File: src/rtl/mul_sequencer.sv
// Multi-cycle shift-and-add 64x64 multiplier (low 64 bits) that borrows the shared
// execute-stage ALU adder while running and stalls the pipeline via busy.
module mul_sequencer (
  input  logic        clk,
  input  logic        rst_n,
  input  logic        start,
  input  logic [63:0] op_a,
  input  logic [63:0] op_b,
  input  logic        flush,
  input  logic [63:0] AluResultIn,
  output logic        AluOwn,
  output logic [63:0] AluSrcA,
  output logic [63:0] AluSrcB,
  output logic [3:0]  AluCtrl,
  output logic        busy,
  output logic        done,
  output logic [63:0] result
);

  typedef enum logic [1:0] {StIdle, StRun, StDone} stateT;

  stateT       stateQ, stateD;
  logic [63:0] accQ, accD;
  logic [63:0] mcandQ, mcandD;
  logic [63:0] mplierQ, mplierD;
  logic [5:0]  iterQ, iterD;
  logic [63:0] resultQ, resultD;

  always_ff @(posedge clk) begin
    if (!rst_n) begin
      stateQ  <= StIdle;
      accQ    <= '0;
      mcandQ  <= '0;
      mplierQ <= '0;
      iterQ   <= '0;
      resultQ <= '0;
    end else begin
      stateQ  <= stateD;
      accQ    <= accD;
      mcandQ  <= mcandD;
      mplierQ <= mplierD;
      iterQ   <= iterD;
      resultQ <= resultD;
    end
  end

  always_comb begin
    stateD  = stateQ;
    accD    = accQ;
    mcandD  = mcandQ;
    mplierD = mplierQ;
    iterD   = iterQ;
    resultD = resultQ;
    unique case (stateQ)
      StIdle: begin
        if (start) begin
          accD    = '0;
          mcandD  = op_a;
          mplierD = op_b;
          iterD   = '0;
          if (op_b != 64'd0) begin
            stateD = StRun;
          end else begin
            stateD  = StDone;
            resultD = '0;
          end
        end
      end
      StRun: begin
        if (mplierQ[0]) accD = AluResultIn;
        mcandD  = mcandQ << 1;
        mplierD = mplierQ >> 1;
        iterD   = iterQ + 6'd1;
        // Stop as soon as no set multiplier bits remain to avoid idle add cycles.
        if ((mplierQ >> 1) == 64'd0 || iterQ == 6'd63) begin
          stateD  = StDone;
          resultD = mplierQ[0] ? AluResultIn : accQ;
        end
      end
      StDone: stateD = StIdle;
      default: stateD = StIdle;
    endcase
    // Flush abandons the operation without touching the datapath or result.
    if (flush) begin
      stateD  = StIdle;
      accD    = accQ;
      mcandD  = mcandQ;
      mplierD = mplierQ;
      iterD   = iterQ;
      resultD = resultQ;
    end
  end

  always_comb begin
    AluOwn  = (stateQ == StRun);
    AluSrcA = AluOwn ? accQ : 64'd0;
    AluSrcB = AluOwn ? mcandQ : 64'd0;
    AluCtrl = 4'b0000;
    busy    = (stateQ != StIdle);
    done    = (stateQ == StDone);
    result  = resultQ;
  end

endmodule

File: config.mk
export PLATFORM = sky130hd
export DESIGN_NAME = mul_sequencer
export DESIGN_NICKNAME = d
export VERILOG_FILES = /design/src/rtl/mul_sequencer.sv
export SDC_FILE = /design/constraint.sdc
export NUM_CORES = 1
export LEC_CHECK = 0
export CORE_MARGIN = 4
export CORE_UTILIZATION = 50
export CTS_CLUSTER_SIZE = 16
export DETAILED_ROUTE_END_ITERATION = 10
export PLACE_DENSITY_LB_ADDON = 0.25
export SYNTH_ARGS = -nofsm -noshare
export SYNTH_HDL_FRONTEND = slang
export SYNTH_SLANG_ARGS = --single-unit
export TNS_END_PERCENT = 100
File: constraint.sdc
create_clock -name clk -period 3.1 [get_ports clk]
set_clock_uncertainty 0.05 [all_clocks]
set_input_delay 0.62 -clock clk [delete_from_list [all_inputs] [get_ports clk]]
set_output_delay 0.62 -clock clk [all_outputs]
set_load 0.05 [all_outputs]
==> results of run 1 <==
-- through the flow --
| stage | instance area [sq um] | util (%) |
|---|---|---|
| 2_1_floorplan | 13300 | - |
| 6_report | 19600 | 75.0 |
| 4_1_cts | 19600 | 75.0 |
| 3_3_place_gp | 18600 | 71.4 |
| 3_5_place_dp | 18600 | 71.4 |
| 5_1_grt | 19600 | 75.0 |
-- worst paths after layout --
| kind | start | end | cells past startpoint |
|---|---|---|---|
| hold / removal | result[13] | result[13] | 2 |
| hold reg to reg | result[13] | result[13] | 2 |
| setup / recovery | stateQ[0] | AluSrcB[51] | 5 |
| setup reg to reg | mplierQ[33] | result[0] | 7 |
-- state kept, by name, summed over array words and instances (netlist names) --
signal / count
mplierQ: 64
stateQ: 2
mcandQ: 64
iterQ: 6
accQ: 64
result: 64
-- layer usage --
metal / share of wire, % / up-vias
li1: - / 6029
met1: 39 / 6029
met2: 49 / 487
met3: 7.2 / 105
met4: 4.7 / 0
met5: 0 / -
-- cell usage in the layout (no fill, tap or decap), types with 10 or more instances in the layout --
master and n:
a21boi_0 81, a21boi_2 39, a221oi_1 62, and2_1 181, buf_12 142, buf_4 14
clkbuf_16 30, clkdlybuf4s50_1 260, dfxtp_1 262, mux2i_1 64, nand2_1 324, nand3_1 90
nand3_2 39, nand4_1 10, nor2_1 70, nor2b_1 66, nor4_1 31, o211a_1 63
-- cells by family (layout without fill, tap and decap cells) --
group	Yosys count	after routing	share of synthesized area, %
and+or+nand+nor	829	829	31.9
AOI/OAI and AO/OA	268	268	17.9
DFF	264	264	39.7
buffers and inverters	147	471	5.41
muxes	64	64	4.81
xor gates and xnor gates	3	3	0.197
adders and majority gates	1	1	0.0940
other	1	9	0.0282
-- final cells by class --
| class | count | area [sq um] |
|---|---|---|
| fill | 1887 | 6520 |
| sequential | 264 | 5290 |
| tap | 335 | 419 |
| clock buffer | 44 | 853 |
| multi-input combinational | 1169 | 7370 |
| timing repair buffer | 417 | 5560 |
| inverter | 2 | 10.0 |
| clock inverter | 8 | 96.3 |
| antenna | 5 | 12.5 |
-- power by group through the flow --
stage               Sequential [mW]  Clock, mW  Combinational (mW)
finish                         3.60       3.43                1.08
global route                   3.61       3.62                1.16
CTS                            3.60       3.50                1.08
detailed placement             3.67          0                1.07
global placement               3.66          0                1.06
floorplan                      3.64          0               0.620
-- repair_timing --
action	CTS	global route
resized for setup	1	0
hold buffers	0	0
endpoints found under the setup margin	7	0
-- critical path, cell delays in order, from the launching register on --
cell	delay [ns]
dfxtp_2	0.48
nand2b_4	0.22
inv_4	0.14
buf_12	0.31
and2_1	0.30
buf_12	0.16
==> impl.org, run 1 <==
** Status
- The flow ran to the end, and the final reports show no timing, DRC or antenna violations.

** Logic synthesis
- Average cell area after synthesis :: 8.44 sq um
- Post-synthesis instance area :: 13300 sq um
- In the synthesized netlist the async set-or-reset flop fraction comes to 0%.
- By instance count, the leading cell after synthesis is nand2_1.
- Yosys printed 0 warnings.
- Dominant cell type by area after synthesis :: dfxtp_1
- Ranked by total cell area, the synthesized netlist is headed by dfxtp_1, nand2_1, and2_1, mux2i_1, o211a_1.
- Commonest cells in the netlist :: nand2_1, dfxtp_1, and2_1, clkbuf_1, nand3_1
- Flip-flop and latch count after synthesis :: 264
- Post-Syn Instances :: 1577
- Counting distinct cell types in the post-synthesis netlist gives 38.
- Synth Flop Type :: dfxtp_1
- Part of the Yosys area used for sequential elements :: 39.7%
- The share of synthesized area in the top cell type comes to 39.7%.
- In this run, synthesis inferred 0 flip-flops with an integrated enable.

** Power and ir drop
- Share of total power in combinational logic :: 13.3%
- The worst-case IR drop observed on VDD is 553 uV.
- Leakage power of the design :: 7.40 nW
- Power spread over the standard cell area amounts to 413 nW/um^2.
- The share of total power dissipated in the clock network is 42.3%.
- Cell internal power dissipation :: 6.09 mW
- Registers are responsible for 44.4% of the overall power.
- Summing internal, switching and leakage power gives 8.11 mW.
- Switching Fraction :: 24.9%
- The analysis attributes to net switching a power of 2.02 mW.

** Die
- The die is 171 microns tall.
- Pin placement for this block handled 395 I/O pins.
- Floorplan Core Area :: 26100 sq um
- After floorplanning, the core was divided into 59 placement rows.
- Initial standard-cell utilization of the core :: 51.0%
- Measured along the x axis, the die boundary spans 171 microns.
- Die Outline Area :: 29300 sq um

** CTS
- For this design, the sink count on the clock tree is 264.
- H-tree lvl count :: 1
- Maximum root-to-sink buffer count :: 3
- Clock-pin slew was measured on the worst setup and hold paths at 0.06 ns.
- Once the clock tree was built, the setup fixing pass inserted 0 buffers.
- Counting the buffers created by CTS gives 29.
- Skew-Pair Late Insertion Delay :: 0.54 ns
- CTS tree :: done
- Clock tree root buffer cell :: clkbuf_16

** Placed design
- Routability congestion estimate from global placement :: 0.890
- Placed cell count :: 2187
- Buffers placed on the I/O ports in this run total 390.
- Placed wire-length estimate after detailed placement :: 28.5 mm
- Worst slack, placed :: 0.117 ns

** GRT
- After global routing the overflow that remains totals 0.
- Via count of the first global-routing pass :: 12300
- Entering global routing, the biggest net connects 104 pins.
- In the global route stage, met2 resource usage came out at 46.1%.
- Fraction of met1 tracks used by global routing :: 32.9%
- Number of antenna violations at the first check in global routing :: 4
- Total global-route track usage :: 26.9%
- Global-route wire length before repair :: 64.8 mm
- In the global route stage, met3 resource usage came out at 5.47%.
- Routing layer with the top usage in global route :: met2

** STA
- On the final layout, the worst hold slack is 0.408 ns.
- Max Fclk :: 0.344 GHz
- The final count of hold timing violations is 0.
- The worst path meets setup with 0.190 ns of slack.
- Worst rel slew slack :: 28.0%
- Fin Setup TNS :: 0 ns
- Setup violations remaining at the end of the flow were counted as 0.
- Counting I/O delays and the setup requirement, the final critical path takes 2.91 ns.
- Slew Viols, Final :: 0
- Setup repair after global routing left no endpoint under its margin.
- For the pin with the worst max-slew slack, the measured transition is 1.08 ns.
- Dividing the final minimum period by the clock period gives 93.9%.

** Routing
- After detailed routing, the number of vias per cell comes to 5.64.
- Via count of the routed design :: 12700
- Number of violations reported at the end of detailed-routing iteration 0 :: 1025
- Final routed wirelength across all metal layers :: 41.5 mm
- Post-detailed-route count of antenna-violating nets :: 0
- DR pass1 iterations :: 8
- In the routed design, unresolved DRC markers number 0.
- Dividing the detail-routed wire length by the instance count gives 18.5 microns.

** Setup path
- Along the worst path, the maximum fanout reaches 103.
- Type of element launching the critical path :: register
- For flop-to-flop paths, the worst setup slack is 0.35 ns.
- CP endpoint kind :: output port
- Required time at the endpoint of the critical path :: 2.43 ns
- The worst setup path is of the reg2out kind.
- At the worst endpoint, the arrival time is 2.24 ns.

** Finish
- Layout Cells excl Fill :: 2244
- In the final layout, the share of cells above drive strength 1 is 15.2%.
- Syn-to-layout area delta :: 47.3%
- Net total in the final layout :: 2080

** Worst hold path
- In this run the worst hold path is classified as reg2reg.

** Run
- Across the run, the number of max-cap violations was 0.
No activity file was read; power rests on OpenSTA's default activity.
==> run 2, diff against run 1 <==
DONT_BUFFER_PORTS = 1   (was default)
SLEW_MARGIN = 20   (was default)
==> run 2 against run 1 <==
Net effect:
- hold slack got worse by 0.24 ns
- count of clock-buffer cells in the layout up 3
- core utilization shrank 15 points
==> impl.org, run 2 (synthesis gave the netlist of run 1 again) <==
** Setup path
- Number of cells traversed by the worst register-to-register path :: 7 (unchanged)
- The critical path required time was 2.43 ns (about the same).
- Maximum fanout along the worst path :: 54 (-48%)
- In this run the critical register-to-register path is launched from mplierQ[52].
- CP endpoint kind :: output port
- The reg-to-reg setup timing slack is 0.40 ns (+0.05 ns).
- Terminus of the critical flop-to-flop path :: result[0]
- Type of element launching the critical path :: register
- Arrival time of the worst setup path :: 2.29 ns (+0.05 ns)
- The worst setup path is of the reg2out kind.

** Die
- Initial standard-cell utilization of the core :: 51.0% (unchanged)
- The boundary pin count is 395 (unchanged).
- The die width is 171 microns (unchanged).
- Floorplan Core Area :: 26100 sq um (unchanged)
- The area of the die came to 29300 sq um (unchanged).
- The die extent in y came to 171 microns (unchanged).
- The number of standard-cell rows in the floorplan was 59 (unchanged).

** Finish
- Leading cell types in the layout, fill and taps excluded :: nand2_1, dfxtp_1, and2_1
- Syn-to-layout area delta :: 18.7%
- The post-route standard cell area excluding fillers was 15800 sq um (-19%).
- Number of antenna repair diodes :: 0 (-5)
- Fraction of final layout cells sized beyond drive strength 1 :: 18.0% (+2.9 points)
- Leaving out fill and tap cells, the most frequent cell in the layout is nand2_1.
- The final instance count without filler cells was 1915 (-15%).
- Net total in the final layout :: 1754 (-16%)

** Power and ir drop
- Leakage power of the design :: 5.96 nW (-20%)
- The fraction of power spent switching nets is 24.3% (-0.61 points).
- Clock share of power :: 46.0% (+3.7 points)
- The combinational fraction of design power came to 8.6% (-4.7 points).
- Relative contribution of sequential cells to total power :: 45.4% (+1.0 points)
- Pwr dens :: 504 nW/um^2 (+22%)
- The switching power was 1.93 mW (-4.2%).
- Cell internal power dissipation :: 6.03 mW (-1.1%)
- The peak supply drop is 486 uV (-12%).

** CTS
- In this run the clock root is driven by a clkbuf_16.
- Hold bufs inserted after CTS :: 0 (unchanged)
- TritonCTS built the clock tree.
- Number of clock sinks :: 264 (unchanged)
- H-tree lvl count :: 1 (unchanged)
- The total setup buffers inserted after CTS came to 0 (unchanged).
- The clock-pin transition on the worst setup and hold timing paths came to 0.06 ns (about the same).
- Skew-Pair Late Insertion Delay :: 0.55 ns (about the same)
- The total CTS buffers was 30 (+3.4%).
- The number of buffers on the longest clock path came to 3 (unchanged).

** STA
- The minimum period implied by the final worst setup slack is 2.96 ns (+0.0522 ns).
- The transition time of the tightest slew-check pin came to 0.814 ns (-0.261 ns).
- The max-slew headroom at the worst pin is 45.7% (+18 points).
- Max Fclk :: 0.338 GHz (-1.8%)
- The summed negative setup slack over all endpoints was 0 ns (unchanged).
- The final count of hold timing violations is 0 (unchanged).
- Final setup violation count :: 0 (unchanged)
- Share of the cycle needed by the critical path after routing :: 95.6% (+1.7 points)
- Slew Viols, Final :: 0 (unchanged)

** Routing
- Via count of the routed design :: 11100 (-12%)
- The via density per instance came to 5.81 (+3.1%).
- The highest layer touched by signal routing is met4.
- DRC violation count after routing :: 0 (unchanged)
- Wire length on met1 :: 15.3 mm (-4.9%)
- Routed met2 length :: 18.3 mm (-10%)
- DR pass1 iterations :: 6 (-2)
- The initial detailed-routing violation count was 908 (-11%).
- The detailed-route wire length came to 37.8 mm (-8.9%).
- Met3 wire length :: 3.17 mm (+5.6%)
- The wire length per cell after detailed routing was 19.7 microns (+6.8%).
- The final antenna-violating net count came to 0 (unchanged).

** Placed design
- Placed cell count :: 1860 (-15%)
- Routability congestion estimate from global placement :: 0.850 (-4.5%)
- Number of buffer cells added on primary ports :: 0 (-100%)
- Placed inst area :: 14700 sq um (-21%)
- The HPWL reported at the end of detailed placement came to 25.0 mm (-12%).

** Worst hold path
- Worst hold path cell count :: 2 (unchanged)
- For hold timing, the worst endpoint is mcandQ[63].
- In this run the most critical hold path is launched from op_a[63].
- The path class of the tightest hold or removal check is in2reg.

** GRT
- The combined global-route utilization of all metal layers is 24.2% (-2.6 points).
- Global-route wire length before repair :: 58.6 mm (-9.6%)
- Maximum number of pins on one net before global-route repair :: 262 (+150%)
- GR Overflow Total :: 0 (unchanged)
- Via count of the first global-routing pass :: 10600 (-14%)
- The number of antenna violations at the first check in global routing is 0 (-4).

** Run
- The max-capacitance violation count is 0 (unchanged).

** Status
- The flow ran to the end, and the final reports show no timing, DRC or antenna violations.
run 2: cell types whose count changed in the layout (fill, tap and decap cells not counted), sizes merged:
cell,delta
clkdlybuf4s50,-260
clkbuf,+3
clkinvlp,+1
diode,-5
inv,-1
buf,-67
run 2: stage by stage:
| stage | worst slack [ns] | hold WS [ns] | utilization, % | total power, mW |
|---|---|---|---|---|
| 2_1_floorplan | 0.392 | 0.401 | - | 4.26 |
| 3_3_place_gp | 0.208 | 0.408 | 56.2 | 4.36 |
| 3_5_place_dp | 0.182 | 0.416 | 56.2 | 4.37 |
| 4_1_cts | 0.000141 | 0.147 | 60.3 | 8.04 |
| 5_1_grt | -0.00486 | 0.162 | 60.5 | 8.27 |
| 6_report | 0.138 | 0.168 | 60.5 | 7.96 |
run 2: worst max-delay path by stage:
stage          cells past startpoint     endpoint  slack, ns      start
2_1_floorplan                      7  AluSrcA[54]       0.39  stateQ[0]
6_report                           4  AluSrcB[43]       0.14  stateQ[0]
5_1_grt                            4  AluSrcB[42]     -0.005  stateQ[0]
4_1_cts                            4  AluSrcB[12]     0.0001  stateQ[0]
3_5_place_dp                       7    result[2]       0.18   op_b[42]
3_3_place_gp                       7   result[19]       0.21   op_b[42]
run 2: layout make-up:
cell class              instances  area, sq um
multi-input cells            1169         7440
inverters                       2         10.0
clock buffers                  47          946
flip-flops and latches        264         5290
well taps                     335          419
repair buffers                 90         1600
fillers                      2221        10300
clock inverters                 8         98.8
run 2: power groups by stage:
stage | logic, mW | clock network [mW] | registers (mW)
6_report | 0.684 | 3.66 | 3.61
5_1_grt | 0.750 | 3.89 | 3.62
4_1_cts | 0.687 | 3.74 | 3.61
3_5_place_dp | 0.685 | 0 | 3.68
3_3_place_gp | 0.676 | 0 | 3.68
2_1_floorplan | 0.620 | 0 | 3.64
run 2: critical path: stages (launching register included):
cell and delay [ns]:
dfxtp_1 0.62, nand2b_4 0.10, inv_4 0.23, buf_12 0.26
and2_1 0.50
run 2: timing repair:
item | in CTS | in global routing
gates resized for setup | 13 | 44
setup endpoints to repair | 14 | 45
endpoints found under the hold margin | 0 | 0
run 2: per-layer routing:
layer  global-route usage [%]  up-vias
met1                     31.3     5310
met2                     40.2      408
met5                        0        -
met4                     6.68        0
li1                         -     5347
met3                     6.69       67
==> run 3, diff against run 2 <==
CORE_UTILIZATION = 52   (was 50)
==> run 3 against run 2 <==
Net effect:
- via count decreased by 0.74%
- setup slack improved by 0.12 ns
- global-route usage increased by 0.77 points
- critical path depth increased by 1
- design area decreased by 1.3%
- first-iteration DRC count increased by 21%
- cell count decreased by 0.42%
- sequential cell count unchanged
- core utilization increased by 1.5 points
- total power decreased by 3.2%
- sequential share of layout area increased by 0.45 points
- fmax increased by 4.3%
==> impl.org, run 3 (synthesis gave the netlist of run 1 again) <==
** Finish
- Layout Cells excl Fill :: 1907 (-0.42%)
- Leaving out fill and tap cells, the most frequent cell in the layout is nand2_1.
- Net total in the final layout :: 1753 (-0.057%)
- Number of antenna repair diodes :: 0 (unchanged)
- Leaving out fill and tap cells, the most frequent cells in the layout are nand2_1, dfxtp_1, and2_1.
- Number of fill cells in the layout :: 2129 (-4.1%)
- The area growth from synthesis to layout is 17.1%.
- The layout cell share with drive strength beyond 1 came to 14.1% (-3.9 points).
- Multi-input gate area in the final layout :: 7370 sq um (-0.96%)
- The sequential cell area in the final layout was 5290 sq um (about the same).

** Setup path
- The worst setup path is captured at an output port.
- Worst Path Class, Setup :: reg2out
- Launch point of the worst reg-to-reg path :: mplierQ[23]
- Walking the worst path, the cells encountered are nand2b_4, inv_4, buf_12, and2_1, buf_12.
- The slowest stage of the critical path is the dfxtp_2 cell.
- Type of element launching the critical path :: register
- Highest cell delay on the worst timing path :: 0.48 ns (-0.14 ns)
- The critical path data arrival time was 2.17 ns (-0.12 ns).
- Required time at the endpoint of the critical path :: 2.43 ns (about the same)
- The reg-to-reg setup timing slack was 0.46 ns (+0.06 ns).
- Counting stages on the worst path, the most repeated cell is buf_12.
- Terminus of the critical flop-to-flop path :: result[1]
- Number of cells traversed by the worst register-to-register path :: 7 (unchanged)
- The maximum fanout count along the critical path was 66 (+22%).

** GRT
- GR Overflow Total :: 0 (unchanged)
- The largest net degree at the start of global routing is 262 (unchanged).
- The number of antenna violations at the first check in global routing came to 0 (unchanged).
- Global-route wire length before repair :: 58.9 mm (+0.51%)
- Global-route met3 utilization :: 7.58% (+0.90 points)
- Met2 routing resource usage after global routing :: 40.9% (+0.74 points)
- met2 is the most crowded layer.
- Via count of the first global-routing pass :: 10600 (+0.74%)
- Fraction of met1 tracks used by global routing :: 31.6% (+0.34 points)
- The combined global-route utilization of all metal layers is 25.0% (+0.77 points).

** Die
- Die Width :: 168 microns (-1.9%)
- Number of top-level pins :: 395 (unchanged)
- The area of the core was 25200 sq um (-3.6%).
- The area of the die was 28200 sq um (-3.7%).
- The die extent in y was 168 microns (-1.9%).
- Cell row count :: 58 (-1.7%)
- Initial standard-cell utilization of the core :: 52.9% (+1.9 points)

** Routing
- The detailed-route wire length came to 37.3 mm (-1.3%).
- The final antenna-violating net count was 0 (unchanged).
- The wire length per cell after detailed routing came to 19.5 microns (-0.92%).
- DRC violation count after routing :: 0 (unchanged)
- Detailed-route vias per instance :: 5.79 (-0.32%)
- Via count of the routed design :: 11100 (-0.74%)
- Number of violations reported at the end of detailed-routing iteration 0 :: 1095 (+21%)
- DR pass1 iterations :: 5 (-1)

** Power and ir drop
- The peak supply drop came to 353 uV (-27%).
- The overall power of the completed layout was 7.70 mW (-3.2%).
- Share of total power in combinational logic :: 8.8% (+0.2 points)
- Leakage power of the design :: 5.85 nW (-1.7%)
- Pwr dens :: 494 nW/um^2 (-1.9%)
- Switching Fraction :: 24.8% (+0.46 points)
- Relative contribution of sequential cells to total power :: 46.9% (+1.5 points)
- Cell internal power dissipation :: 5.80 mW (-3.8%)
- Switching power :: 1.91 mW (-1.4%)
- The proportion of power drawn by the clock network was 44.4% (-1.6 points).

** STA
- RSZ-0062 raised after global routing :: false
- The maximum frequency from static timing analysis was 0.352 GHz (+4.3%).
- The summed negative setup slack over all endpoints is 0 ns (unchanged).
- The transition time of the tightest slew-check pin was 1.01 ns (+0.193 ns).
- The portion of the clock cycle consumed by the worst path in the final layout was 91.6% (-3.9 points).
- Tightest hold margin :: 0.163 ns (-0.00482 ns)
- Final setup violation count :: 0 (unchanged)
- The minimum period implied by the final worst setup slack is 2.84 ns (-0.121 ns).
- PnR worst setup slack :: 0.259 ns (+0.121 ns)
- Slew Viols, Final :: 0 (unchanged)
- Final-report hold violation count :: 0 (unchanged)
- The max-slew headroom at the worst pin came to 32.9% (-13 points).

** CTS
- H-tree lvl count :: 1 (unchanged)
- The number of sinks handled by clock tree synthesis was 264 (unchanged).
- Skew-Pair Late Insertion Delay :: 0.55 ns (about the same)
- Post-CTS clock slew at the launch and capture registers of the worst setup and hold paths :: 0.06 ns (about the same)
- The total CTS buffers came to 29 (-3.3%).
- Maximum root-to-sink buffer count :: 3 (unchanged)
- TritonCTS built the clock tree.
- The number of buffers added to fix hold violations after cts came to 0 (unchanged).
- Clock tree root buffer cell :: clkbuf_16

** Worst hold path
- The path class of the tightest hold or removal check is in2reg.
- Hold worst-path end :: mcandQ[63]
- The hold path depth came to 2 (unchanged).
- Hold path startpoint :: op_a[63]

** Placed design
- The HPWL reported at the end of detailed placement was 24.8 mm (-0.89%).
- The number of placed instances with taps included was 1855 (-0.27%).
- Routability congestion estimate from global placement :: 0.877 (+3.2%)
- The number of buffer cells added on primary ports is 0 (unchanged).
- The minimum setup slack after placement is 0.158 ns (-0.0238 ns).

** Run
- Max Cap Viol :: 0 (unchanged)

** Status
- Status :: finished clean
==> run 3: power groups by stage <==
stage | combinational, mW | clock [mW] | sequential, mW
after detailed placement | 0.675 | 0 | 3.68
after global routing | 0.742 | 3.62 | 3.63
after global placement | 0.667 | 0 | 3.68
final | 0.675 | 3.42 | 3.61
after floorplan | 0.620 | 0 | 3.64
after CTS | 0.677 | 3.48 | 3.61
==> run 3: through the flow <==
stage	cell area, sq um	utilization, %
2_1_floorplan	13300	-
3_3_place_gp	14700	58.2
3_5_place_dp	14700	58.2
4_1_cts	15600	61.9
5_1_grt	15600	61.9
6_report	15600	61.9
==> run 3: final cells by class <==
cell class,count,share of cell area [%]
well taps,330,2.65
multi-input cells,1169,47.2
flip-flops and latches,264,33.9
clock inverters,9,0.650
repair buffers,90,10.1
clock buffers,43,5.37
inverters,2,0.0642
==> run 3: worst max path at each step <==
stage / slack, ns / cells past startpoint / to / startpoint
after floorplan: 0.39 / 7 / AluSrcA[54] / stateQ[0]
after global placement: 0.18 / 7 / result[63] / op_b[42]
after detailed placement: 0.16 / 7 / result[40] / op_b[42]
after CTS: 0.02 / 5 / AluSrcA[23] / stateQ[0]
after global routing: 0.13 / 5 / AluSrcA[23] / stateQ[0]
final: 0.26 / 5 / AluSrcA[23] / stateQ[0]
==> run 3: metal layers <==
layer | part of all wire, % | vias to the layer above
li1 | - | 5359
met1 | 40 | 5201
met2 | 48 | 417
met3 | 9.1 | 73
met4 | 3.3 | 0
met5 | 0 | -
==> run 3: worst max-delay path, delay by kind of cell, from the launching register on <==
kind / cells / cell delay [ns]
buffers and inverters: 3 / 0.72
flip-flops: 1 / 0.48
AND/OR/NAND/NOR: 2 / 0.37
==> run 3: timing repair <==
item | CTS | global route
buffers inserted | 0 | 0
gates resized for setup | 0 | 1
endpoints found under the setup margin | 0 | 8
